File: config.mk
export PLATFORM = sky130hd
export DESIGN_NAME = uart_rx_ctrl_flat
export DESIGN_NICKNAME = d
export VERILOG_FILES = /design/src/rtl/uart_rx_pkg.sv /design/src/rtl/uart_rx_ctrl_if.sv /design/src/rtl/uart_rx_edge_bit_counter.sv /design/src/rtl/uart_rx_ctrl.sv /design/src/flat_wrapper.sv
export SDC_FILE = /design/constraint.sdc
export NUM_CORES = 1
export LEC_CHECK = 0
export ABC_CLOCK_PERIOD_IN_PS = 1800
export CAP_MARGIN = 20
export CELL_PAD_IN_SITES_DETAIL_PLACEMENT = 1
export CELL_PAD_IN_SITES_GLOBAL_PLACEMENT = 2
export CORE_MARGIN = 2
export CORE_UTILIZATION = 29
export CTS_CLUSTER_SIZE = 24
export DETAILED_ROUTE_END_ITERATION = 7
export HOLD_SLACK_MARGIN = 0.06
export PLACE_DENSITY = 0.85
export RECOVER_POWER = 50
export REMOVE_ABC_BUFFERS = 1
export SLEW_MARGIN = 25
export SYNTH_ARGS = -nofsm -noshare
export SYNTH_HDL_FRONTEND = slang
export SYNTH_SLANG_ARGS = --single-unit
File: constraint.sdc
create_clock -name clk -period 1.8 [get_ports clk]
set_input_delay 0.36 -clock clk [delete_from_list [all_inputs] [get_ports clk]]
set_output_delay 0.36 -clock clk [all_outputs]
set_load 0.1 [all_outputs]
File: src/rtl/uart_rx_pkg.sv
// Shared types and constants for the UART receive path.
// Imported by the receive controller, its edge/bit counter and the output interface.
package uart_rx_pkg;

    localparam int DATA_W     = 8;
    localparam int PRESCALE_W = 6;

    localparam int PRESCALE_8  = 8;
    localparam int PRESCALE_16 = 16;
    localparam int PRESCALE_32 = 32;

    typedef enum logic [2:0] {
        IDLE,
        START,
        DATA,
        PARITY,
        STOP
    } rx_state_t;

    // Value the parity bit must carry for the given byte: even -> XOR, odd -> XNOR.
    function automatic logic expected_parity(input logic [DATA_W-1:0] data, input logic odd);
        return odd ? ~^data : ^data;
    endfunction

endpackage

File: src/rtl/uart_rx_ctrl_if.sv
// Parallel result bus from the UART receive controller to the RX-side CDC/FIFO logic.
// The controller drives it through the master modport; consumers use the slave modport.
interface uart_rx_ctrl_if #(
    parameter int DATA_W = uart_rx_pkg::DATA_W
);

    logic [DATA_W-1:0] P_DATA;
    logic              data_valid;
    logic              par_err;
    logic              stp_err;

    modport master (
        output P_DATA,
        output data_valid,
        output par_err,
        output stp_err
    );

    modport slave (
        input P_DATA,
        input data_valid,
        input par_err,
        input stp_err
    );

endinterface

File: src/rtl/uart_rx_edge_bit_counter.sv
// Oversample edge counter (0..P-1) and per-bit counter for the UART receiver.
// The bit count advances on every edge-counter wrap; clear forces both counters to zero.
module uart_rx_edge_bit_counter #(
    parameter int PRESCALE_W = uart_rx_pkg::PRESCALE_W,
    parameter int BIT_CNT_W  = 4
) (
    input  logic                  clk,
    input  logic                  rst_n,
    input  logic                  i_enable,
    input  logic [PRESCALE_W-1:0] i_pre_scale,
    input  logic                  i_clear,
    output logic [PRESCALE_W-1:0] o_edge_cnt,
    output logic [BIT_CNT_W-1:0]  o_bit_cnt,
    output logic                  o_last_edge
);

    import uart_rx_pkg::*;

    logic [PRESCALE_W-1:0] r_edge_cnt;
    logic [BIT_CNT_W-1:0]  r_bit_cnt;
    logic                  w_last_edge;

    assign w_last_edge = i_enable && (r_edge_cnt == (i_pre_scale - PRESCALE_W'(1)));

    always_ff @(posedge clk or negedge rst_n) begin
        if (!rst_n) begin
            r_edge_cnt <= '0;
            r_bit_cnt  <= '0;
        end else if (i_clear) begin
            r_edge_cnt <= '0;
            r_bit_cnt  <= '0;
        end else if (i_enable) begin
            if (w_last_edge) begin
                r_edge_cnt <= '0;
                r_bit_cnt  <= r_bit_cnt + BIT_CNT_W'(1);
            end else begin
                r_edge_cnt <= r_edge_cnt + PRESCALE_W'(1);
            end
        end
    end

    assign o_edge_cnt  = r_edge_cnt;
    assign o_bit_cnt   = r_bit_cnt;
    assign o_last_edge = w_last_edge;

endmodule

File: src/rtl/uart_rx_ctrl.sv
// UART receive controller: frames start/data/parity/stop using the majority-voted sample,
// deserializes LSB-first and reports each frame as a one-cycle valid or error pulse.
module uart_rx_ctrl #(
    parameter int DATA_W     = uart_rx_pkg::DATA_W,
    parameter int PRESCALE_W = uart_rx_pkg::PRESCALE_W
) (
    input  logic                  clk,
    input  logic                  rst_n,
    input  logic                  RX_IN,
    input  logic [PRESCALE_W-1:0] pre_scale,
    input  logic                  PAR_EN,
    input  logic                  PAR_TYP,
    input  logic                  sampled_bit,
    output logic                  data_samp_en,
    output logic [PRESCALE_W-1:0] edge_cnt,
    uart_rx_ctrl_if.master        rx_out
);

    import uart_rx_pkg::*;

    localparam logic [3:0] LAST_BIT = 4'(DATA_W - 1);

    rx_state_t         r_state;
    rx_state_t         w_next_state;
    logic              w_clear;
    logic              w_last_edge;
    logic [3:0]        w_bit_cnt;
    logic [DATA_W-1:0] r_p_data;
    logic              r_perr;
    logic              r_data_valid;
    logic              r_par_err;
    logic              r_stp_err;
    logic              w_serr;
    logic              w_perr_final;

    uart_rx_edge_bit_counter #(
        .PRESCALE_W (PRESCALE_W),
        .BIT_CNT_W  (4)
    ) u_counter (
        .clk         (clk),
        .rst_n       (rst_n),
        .i_enable    (data_samp_en),
        .i_pre_scale (pre_scale),
        .i_clear     (w_clear),
        .o_edge_cnt  (edge_cnt),
        .o_bit_cnt   (w_bit_cnt),
        .o_last_edge (w_last_edge)
    );

    assign data_samp_en = (r_state != IDLE);

    always_ff @(posedge clk or negedge rst_n) begin
        if (!rst_n) begin
            r_state <= IDLE;
        end else begin
            r_state <= w_next_state;
        end
    end

    // Every state change restarts the counters so each new bit begins at edge 0 / bit 0.
    always_comb begin
        w_next_state = r_state;
        w_clear      = 1'b0;
        unique case (r_state)
            IDLE: begin
                w_clear = 1'b1;
                if (!RX_IN) begin
                    w_next_state = START;
                end
            end
            START: begin
                if (w_last_edge) begin
                    w_clear      = 1'b1;
                    w_next_state = sampled_bit ? IDLE : DATA;
                end
            end
            DATA: begin
                if (w_last_edge && (w_bit_cnt == LAST_BIT)) begin
                    w_clear      = 1'b1;
                    w_next_state = PAR_EN ? PARITY : STOP;
                end
            end
            PARITY: begin
                if (w_last_edge) begin
                    w_clear      = 1'b1;
                    w_next_state = STOP;
                end
            end
            STOP: begin
                if (w_last_edge) begin
                    w_clear      = 1'b1;
                    w_next_state = RX_IN ? IDLE : START;
                end
            end
            default: begin
                w_clear      = 1'b1;
                w_next_state = IDLE;
            end
        endcase
    end

    assign w_serr       = ~sampled_bit;
    assign w_perr_final = r_perr & PAR_EN;

    always_ff @(posedge clk or negedge rst_n) begin
        if (!rst_n) begin
            r_p_data     <= '0;
            r_perr       <= 1'b0;
            r_data_valid <= 1'b0;
            r_par_err    <= 1'b0;
            r_stp_err    <= 1'b0;
        end else begin
            r_data_valid <= 1'b0;
            r_par_err    <= 1'b0;
            r_stp_err    <= 1'b0;

            if ((w_next_state == START) && (r_state != START)) begin
                r_perr <= 1'b0;
            end

            if (w_last_edge) begin
                unique case (r_state)
                    DATA: begin
                        for (int i = 0; i < DATA_W; i++) begin
                            if (w_bit_cnt == 4'(i)) begin
                                r_p_data[i] <= sampled_bit;
                            end
                        end
                    end
                    PARITY: begin
                        r_perr <= (sampled_bit != expected_parity(r_p_data, PAR_TYP));
                    end
                    STOP: begin
                        r_stp_err    <= w_serr;
                        r_par_err    <= w_perr_final;
                        r_data_valid <= ~w_serr & ~w_perr_final;
                    end
                    default: begin
                    end
                endcase
            end
        end
    end

    assign rx_out.P_DATA     = r_p_data;
    assign rx_out.data_valid = r_data_valid;
    assign rx_out.par_err    = r_par_err;
    assign rx_out.stp_err    = r_stp_err;

endmodule

File: src/flat_wrapper.sv
// flat-port wrapper written by rule: the top's interface ports become plain ports
module uart_rx_ctrl_flat import uart_rx_pkg::*;
#(
    parameter int DATA_W     = uart_rx_pkg::DATA_W,
    parameter int PRESCALE_W = uart_rx_pkg::PRESCALE_W
)
  (clk, rst_n, RX_IN, pre_scale, PAR_EN, PAR_TYP, sampled_bit, data_samp_en, edge_cnt, rx_out_P_DATA, rx_out_data_valid, rx_out_par_err, rx_out_stp_err);
  uart_rx_ctrl_if #(.DATA_W(DATA_W)) rx_out_i ();
  input  logic clk;
  input  logic rst_n;
  input  logic RX_IN;
  input  logic [PRESCALE_W-1:0] pre_scale;
  input  logic PAR_EN;
  input  logic PAR_TYP;
  input  logic sampled_bit;
  output logic data_samp_en;
  output logic [PRESCALE_W-1:0] edge_cnt;
  output wire logic [$bits(rx_out_i.P_DATA)-1:0] rx_out_P_DATA;
  output wire logic [$bits(rx_out_i.data_valid)-1:0] rx_out_data_valid;
  output wire logic [$bits(rx_out_i.par_err)-1:0] rx_out_par_err;
  output wire logic [$bits(rx_out_i.stp_err)-1:0] rx_out_stp_err;
  assign rx_out_P_DATA = rx_out_i.P_DATA;
  assign rx_out_data_valid = rx_out_i.data_valid;
  assign rx_out_par_err = rx_out_i.par_err;
  assign rx_out_stp_err = rx_out_i.stp_err;
  uart_rx_ctrl #(.DATA_W(DATA_W), .PRESCALE_W(PRESCALE_W)) u_core (.clk(clk), .rst_n(rst_n), .RX_IN(RX_IN), .pre_scale(pre_scale), .PAR_EN(PAR_EN), .PAR_TYP(PAR_TYP), .sampled_bit(sampled_bit), .data_samp_en(data_samp_en), .edge_cnt(edge_cnt), .rx_out(rx_out_i));
endmodule
==> reports/qor.yml, run 1 <==
drc: 0
routedWlPerCell_um: 19.72
tightestPinTransition_ns: 0.6831
fin_ws_ns: -0.1851
die_y_um: 79.15
p_leak_nw: 1.133
intPower_mw: 1.656
antennaDiodeCount: 0
setup_viol: 15
grt_pass1_vias: 1691
power.switching_mw: 1.451
clock_latency_ns: 0.28
port_buffers: 29
final_nets: 248
h-tree-depth: 1
drt_wl_total_um: 5936
ant_nets: 0
combPwrFrac_pct: 64.5
syn2layout_area_growth_pct: 67.38
drv_slew: 0
start_util_pct: 29.93
die-width_um: 79.15
dpl-instance-area_sq_um: 2394
num_rows: 27
grt_max_degree: 26
timing.final.hold_violations: 0
status: "finished with violations"
tns_ns: -1.672
cap_violations: 0
fin_area_sq_um: 2741
path_class: "in -> reg"
core_area_sq_um: 5473
avgViaCountPerCell: 5.365
seqPwrFrac_pct: 24.4
p_per_area_nw_per_um2: 1133
grt_antenna_before_repair: 0
cp-end-kind: "flop"
yosysWarningCount: 0
crit_path_start_kind: "primary input"
grt_pass1_wl_um: 8542
numCtsBuffers: 3
track_usage_pct: 17.47
p_sw_share_pct: 46.71
clk_pin_slew_ns: 0.09
hp-class: "reg -> reg"
cts_sinks: 25
clock_skew_ns: 0.005412
peakVddDrop_mv: 0.7370
p_clk_share_pct: 11.2
syn_area_sq_um: 1638
vias: 1615
fill_cells: 599
syn_area_per_cell_sq_um: 9.807
worstPathMaxFanout: 8
hold_ws_ns: 0.5665
rsz0062_at_grt: "true"
worst_ep_required_time_ns: 1.99
gp_congestion: 0.7861
fmax_mhz: 503.8
ctsRootBufferMaster: "clkbuf_8"
maxSlewHeadroom_pct: 54.37
die_area_sq_um: 6265
drive_above_1_share_pct: 46.72
yosysSeqAreaShare_pct: 38.20
ys_types: 42
cts_tree: "built"
synth_seq_cells: 25
arrival_ns: 2.18
dpl.hpwl_um: 3646
finalCriticalPeriod_ns: 1.985
period_share_pct: 110.3
dr.pass1.iters: 4
overflow: 0
violations: "setup timing"
ioPinCount: 30
netlist_instances: 167
dp_slack_ns: -0.8147
cts_max_path_buffers: 2
drt_iter0_markers: 106
## cells by family after synthesis
kind of cell,Yosys count,synth area share (%)
compound gates,28,13.06
xor+xnor,18,10.47
fa+ha+maj,6,4.584
buf+inv,17,4.431
flops,25,38.20
mux,8,5.501
simple gates,65,23.76
## stage by stage
stage / power (mW) / util, % / cells
CTS: 2.817 / 46.73 / 297
finish: 3.107 / 50.09 / 301
detailed placement: 2.344 / 43.74 / 289
floorplan: 1.603 / - / 158
global placement: 2.306 / 43.74 / 289
global route: 3.254 / 50.09 / 301
## Yosys cell counts
cell type   n  share of area, %
dfrtp_1    25                38
nand4_1    13               5.0
xnor2_1    13               7.0
nor2_1      9               2.1
and2_1      8               3.1
inv_1       8               1.8
mux2_2      8               5.5
clkbuf_1    7               1.6
ha_1        6               4.6
nand2_1     6               1.4
nor3_1      6               1.8
nor4_1      6               2.3
o31ai_1     6               2.7
a32oi_1     4               2.1
nand3_1     4               1.2
nor2b_1     4               1.5
xor2_1      4               2.1
a21oi_1     3              0.92
o21ai_0     3              0.92
a211oi_1    2              0.92
a21o_1      1              0.46
a31o_1      1              0.53
a31o_2      1              0.53
a31oi_1     1              0.38
a31oi_2     1              0.76
a41oi_1     1              0.53
and3_1      1              0.38
and3b_1     1              0.53
and3b_2     1              0.61
buf_2       1              0.31
buf_6       1              0.69
nor2b_4     1              0.84
nor3_2      1              0.61
nor3b_2     1              0.76
nor4b_1     1              0.53
o211a_1     1              0.61
o211ai_1    1              0.46
o311ai_0    1              0.53
o32a_1      1              0.61
or3_4       1              0.69
or4_1       1              0.46
xnor3_1     1               1.4
## power by group through the flow
| stage | clock network [mW] | logic, mW | registers [mW] |
|---|---|---|---|
| 2_1_floorplan | 0 | 0.515 | 1.09 |
| 3_3_place_gp | 0 | 1.56 | 0.742 |
| 3_5_place_dp | 0 | 1.60 | 0.746 |
| 4_1_cts | 0.339 | 1.74 | 0.742 |
| 5_1_grt | 0.380 | 2.11 | 0.766 |
| 6_report | 0.348 | 2.00 | 0.757 |
## critical path: stages
cell and delay, ns:
clkdlybuf4s15_1 0.21, inv_2 0.06, ha_4 0.25, xnor2_2 0.15, nor2_2 0.14, o211ai_1 0.13
buf_4 0.20, or4_1 0.49, a32oi_1 0.19
## worst paths after layout
path                                                       startpoint                                         end  slack [ns]  cells past startpoint
max                                                      pre_scale[0]   u_core.u_counter.o_bit_cnt[3]$_DFFE_PN0P_       -0.19                      9
min                                           u_core.r_perr$_DFF_PN0_             u_core.rx_out.par_err$_DFF_PN0_        0.57                      2
max reg2reg                u_core.u_counter.o_edge_cnt[2]$_DFFE_PN0P_   u_core.u_counter.o_bit_cnt[3]$_DFFE_PN0P_       -0.19                      5
min reg2reg                                   u_core.r_perr$_DFF_PN0_             u_core.rx_out.par_err$_DFF_PN0_        0.57                      2
max in group asynchronous                                       rst_n                 u_core.r_state[1]$_DFF_PN0_        0.73                      2
min in group asynchronous                                       rst_n  u_core.u_counter.o_edge_cnt[3]$_DFFE_PN0P_        0.62                      2
## registers in the layout (all words and copies together) (netlist names)
name / count
u_core.rx_out.data_valid: 1
u_core.u_counter.o_edge_cnt: 6
u_core.rx_out.P_DATA: 8
u_core.rx_out.par_err: 1
u_core.u_counter.o_bit_cnt: 4
u_core.r_perr: 1
u_core.rx_out.stp_err: 1
u_core.r_state: 3
## repair_timing
item,in CTS,in global routing
setup buffers,3,3
gates cloned,1,1
hold buffers,0,0
endpoints found under the hold margin,0,0
resized for setup,29,30
pin swaps,8,16
setup endpoints to repair,25,26
## final cells by class
cell class / count / area, sq um / area share (%)
Sequential cell: 25 / 626.9 / 22.87
Inverter: 8 / 30.03 / 1.095
Tap cell: 72 / 90.09 / 3.286
Multi-Input combinational cell: 126 / 1181 / 43.09
Clock buffer: 4 / 45.04 / 1.643
Timing Repair Buffer: 66 / 768.2 / 28.02
## placed cells by master, fill, tap and decap left out, types with 4 or more instances in the layout
cell type,instances
xnor2_1,10
buf_6,4
nand4_1,13
buf_12,19
nor2b_1,4
mux2_2,8
dlygate4sd2_1,4
nor4_2,5
inv_1,6
buf_4,31
dfrtp_1,24
a32oi_1,4
nand2_1,5
nand3_1,4
nor3_1,4
ha_1,5
clkdlybuf4s50_1,4
nor2_1,6
and2_1,8
## routing by layer
layer / wire length [um] / share of wire [%] / track usage, % / up-vias
met1: 2434 / 41 / 22.68 / 817
met3: 177 / 3.0 / 1.705 / 10
met4: 154 / 2.6 / 5.517 / 0
met2: 3170 / 53 / 30.51 / 39
li1: - / - / - / 749
met5: 0 / 0 / 0 / -
Note: power is estimated with default switching activity, not from simulation.
==> run 2, diff against run 1 <==
--- a/config.mk
+++ b/config.mk
@@ -15,7 +15,6 @@
 export DETAILED_ROUTE_END_ITERATION = 7
 export HOLD_SLACK_MARGIN = 0.06
 export PLACE_DENSITY = 0.85
-export RECOVER_POWER = 50
 export REMOVE_ABC_BUFFERS = 1
 export SLEW_MARGIN = 25
 export SYNTH_ARGS = -nofsm -noshare
==> run 2 against run 1 <==
Effect of this change: the run still ends with setup timing left; final cell count unchanged; count of clock-buffer cells in the layout stayed put; critical path depth unchanged; die area did not move; routed wire length unchanged; sequential power hardly changed; highest routed layer unchanged.
==> reports/qor.yml, run 2 (synthesis results as in run 1) <==
core_area_sq_um: 5473  # unchanged
crit_path_start_kind: "primary input"
top_usage_layer: "met2"
numCtsBuffers: 3  # unchanged
maxSlewHeadroom_pct: 54.37  # unchanged
h-tree-depth: 1  # unchanged
timing.final.hold_violations: 0  # unchanged
drt_iter0_markers: 106  # unchanged
grtUsageMet1_pct: 22.68  # unchanged
grt.met3_usage_pct: 1.705  # unchanged
cts_sinks: 25  # unchanged
grt_pass1_vias: 1691  # unchanged
setup_viol: 15  # unchanged
routedWlPerCell_um: 19.72  # unchanged
layout_commonest_cell: "buf_4"
vias: 1613  # -0.12%
cts_max_path_buffers: 2  # unchanged
cp-end-kind: "flop"
ant_nets: 0  # unchanged
clock_skew_ns: 0.005412  # unchanged
largest_reg_flops: 8  # unchanged
drt_wl_total_um: 5936  # unchanged
hp-class: "in -> async"
drv_slew: 0  # unchanged
fin_ws_ns: -0.1851  # -0.000001000 ns
grt_max_degree: 26  # unchanged
clk_pin_slew_ns: 0.09  # about the same
cts_tree: "built"
hold_ws_ns: 0.4392  # -0.1273 ns
tightestPinTransition_ns: 0.6831  # unchanged
grt_use_met2_pct: 30.51  # unchanged
clock_latency_ns: 0.28  # about the same
grt_pass1_wl_um: 8542  # unchanged
violations: "setup timing"
syn2layout_area_growth_pct: 67.53  # about the same
fin_area_sq_um: 2744  # about the same
path_class: "in -> reg"
cap_violations: 0  # unchanged
start_util_pct: 29.93  # unchanged
dpl-instance-area_sq_um: 2394  # unchanged
gp_congestion: 0.7861  # unchanged
p_per_area_nw_per_um2: 1133  # about the same
die-width_um: 79.15  # unchanged
port_buffers: 29  # unchanged
rsz0062_at_grt: "true"
cp_slowest_cell: "or4_1"
overflow: 0  # unchanged
drc: 0  # unchanged
p_leak_nw: 1.134  # about the same
period_share_pct: 110.3  # about the same
status: "finished with violations"
grt_antenna_before_repair: 0  # unchanged
antennaDiodeCount: 0  # unchanged
ctsHoldBuffers: 0  # unchanged
worst_ep_required_time_ns: 1.99  # about the same
die_area_sq_um: 6265  # unchanged
avgViaCountPerCell: 5.359  # -0.12%
peakVddDrop_mv: 0.7378  # +0.11%
num_rows: 27  # unchanged
arrival_ns: 2.18  # about the same
layout_common_cells: "32 x buf_4, 24 x dfrtp_1, 19 x buf_12"
dp_slack_ns: -0.8147  # unchanged
final_nets: 248  # unchanged
worstPathMaxFanout: 8  # unchanged
ioPinCount: 30  # unchanged
dpl.hpwl_um: 3646  # unchanged
fmax_mhz: 503.8  # unchanged
dr.pass1.iters: 4  # unchanged
final_util_pct: 50.14  # about the same
die_y_um: 79.15  # unchanged
track_usage_pct: 17.47  # unchanged
drive_above_1_share_pct: 46.72  # unchanged
finalCriticalPeriod_ns: 1.985  # +0.000001000 ns
power_mw: 3.108  # about the same
crit_chain: "clkdlybuf4s15_1 -> inv_2 -> ha_4 -> xnor2_2 -> nor2_2 -> o211ai_1 -> buf_4 -> or4_1 -> a32oi_1"
ctsRootBufferMaster: "clkbuf_8"
max_stage_delay_ns: 0.49  # about the same
## run 2: through the flow
stage | setup TNS [ns] | cells
after CTS | -1.107 | 297
final | -1.672 | 301
after global placement | -14.65 | 289
after global routing | -2.797 | 301
after detailed placement | -15.97 | 289
after floorplan | -16.46 | 158
## run 2: timing repair
item                                    4_1_cts  5_1_grt
resized for setup                            29       30
setup buffers                                 3        3
pin swaps                                     8       16
endpoints found under the setup margin       25       26
cloned                                        1        1
hold endpoints to repair                      0        0
## run 2: power breakdown
part	leakage, nW	switching (mW)	internal, mW
clock	0.0228	0.189	0.159
combinational	0.774	1.15	0.854
sequential	0.337	0.113	0.643
total	1.13	1.45	1.66
## run 2: final timing paths
| path | start | endpoint | slack (ns) | cells after the start |
|---|---|---|---|---|
| min in group clk | u_core.r_perr$_DFF_PN0_ | u_core.rx_out.par_err$_DFF_PN0_ | 0.57 | 2 |
| hold / removal | rst_n | u_core.u_counter.o_edge_cnt[3]$_DFFE_PN0P_ | 0.44 | 2 |
| setup / recovery | pre_scale[0] | u_core.u_counter.o_bit_cnt[3]$_DFFE_PN0P_ | -0.19 | 9 |
| setup reg to reg | u_core.u_counter.o_edge_cnt[2]$_DFFE_PN0P_ | u_core.u_counter.o_bit_cnt[3]$_DFFE_PN0P_ | -0.19 | 5 |
| max in group asynchronous | rst_n | u_core.r_state[1]$_DFF_PN0_ | 1.09 | 2 |
| hold reg to reg | u_core.r_perr$_DFF_PN0_ | u_core.rx_out.par_err$_DFF_PN0_ | 0.57 | 2 |
## run 2: layer usage
| layer | routed length, um | vias to the layer above |
|---|---|---|
| li1 | - | 749 |
| met5 | 0 | - |
| met4 | 154 | 0 |
| met3 | 177 | 10 |
| met1 | 2434 | 815 |
| met2 | 3170 | 39 |
## run 2: area by class of cell
| class | count | area [sq um] |
|---|---|---|
| clock buffers | 4 | 45.04 |
| fillers | 598 | 2729 |
| inverters | 8 | 30.03 |
| multi-input cells | 126 | 1181 |
| flip-flops and latches | 25 | 626.9 |
| well taps | 72 | 90.09 |
| repair buffers | 66 | 770.7 |
## run 2: critical path: cells and delay by family
| family | cells | cell delay (ns) |
|---|---|---|
| AND/OR/NAND/NOR | 2 | 0.63 |
| buffers and inverters | 3 | 0.47 |
| AO/OA/AOI/OAI | 2 | 0.32 |
| XOR/XNOR | 1 | 0.15 |
| adder cells (fa/ha/maj) | 1 | 0.25 |
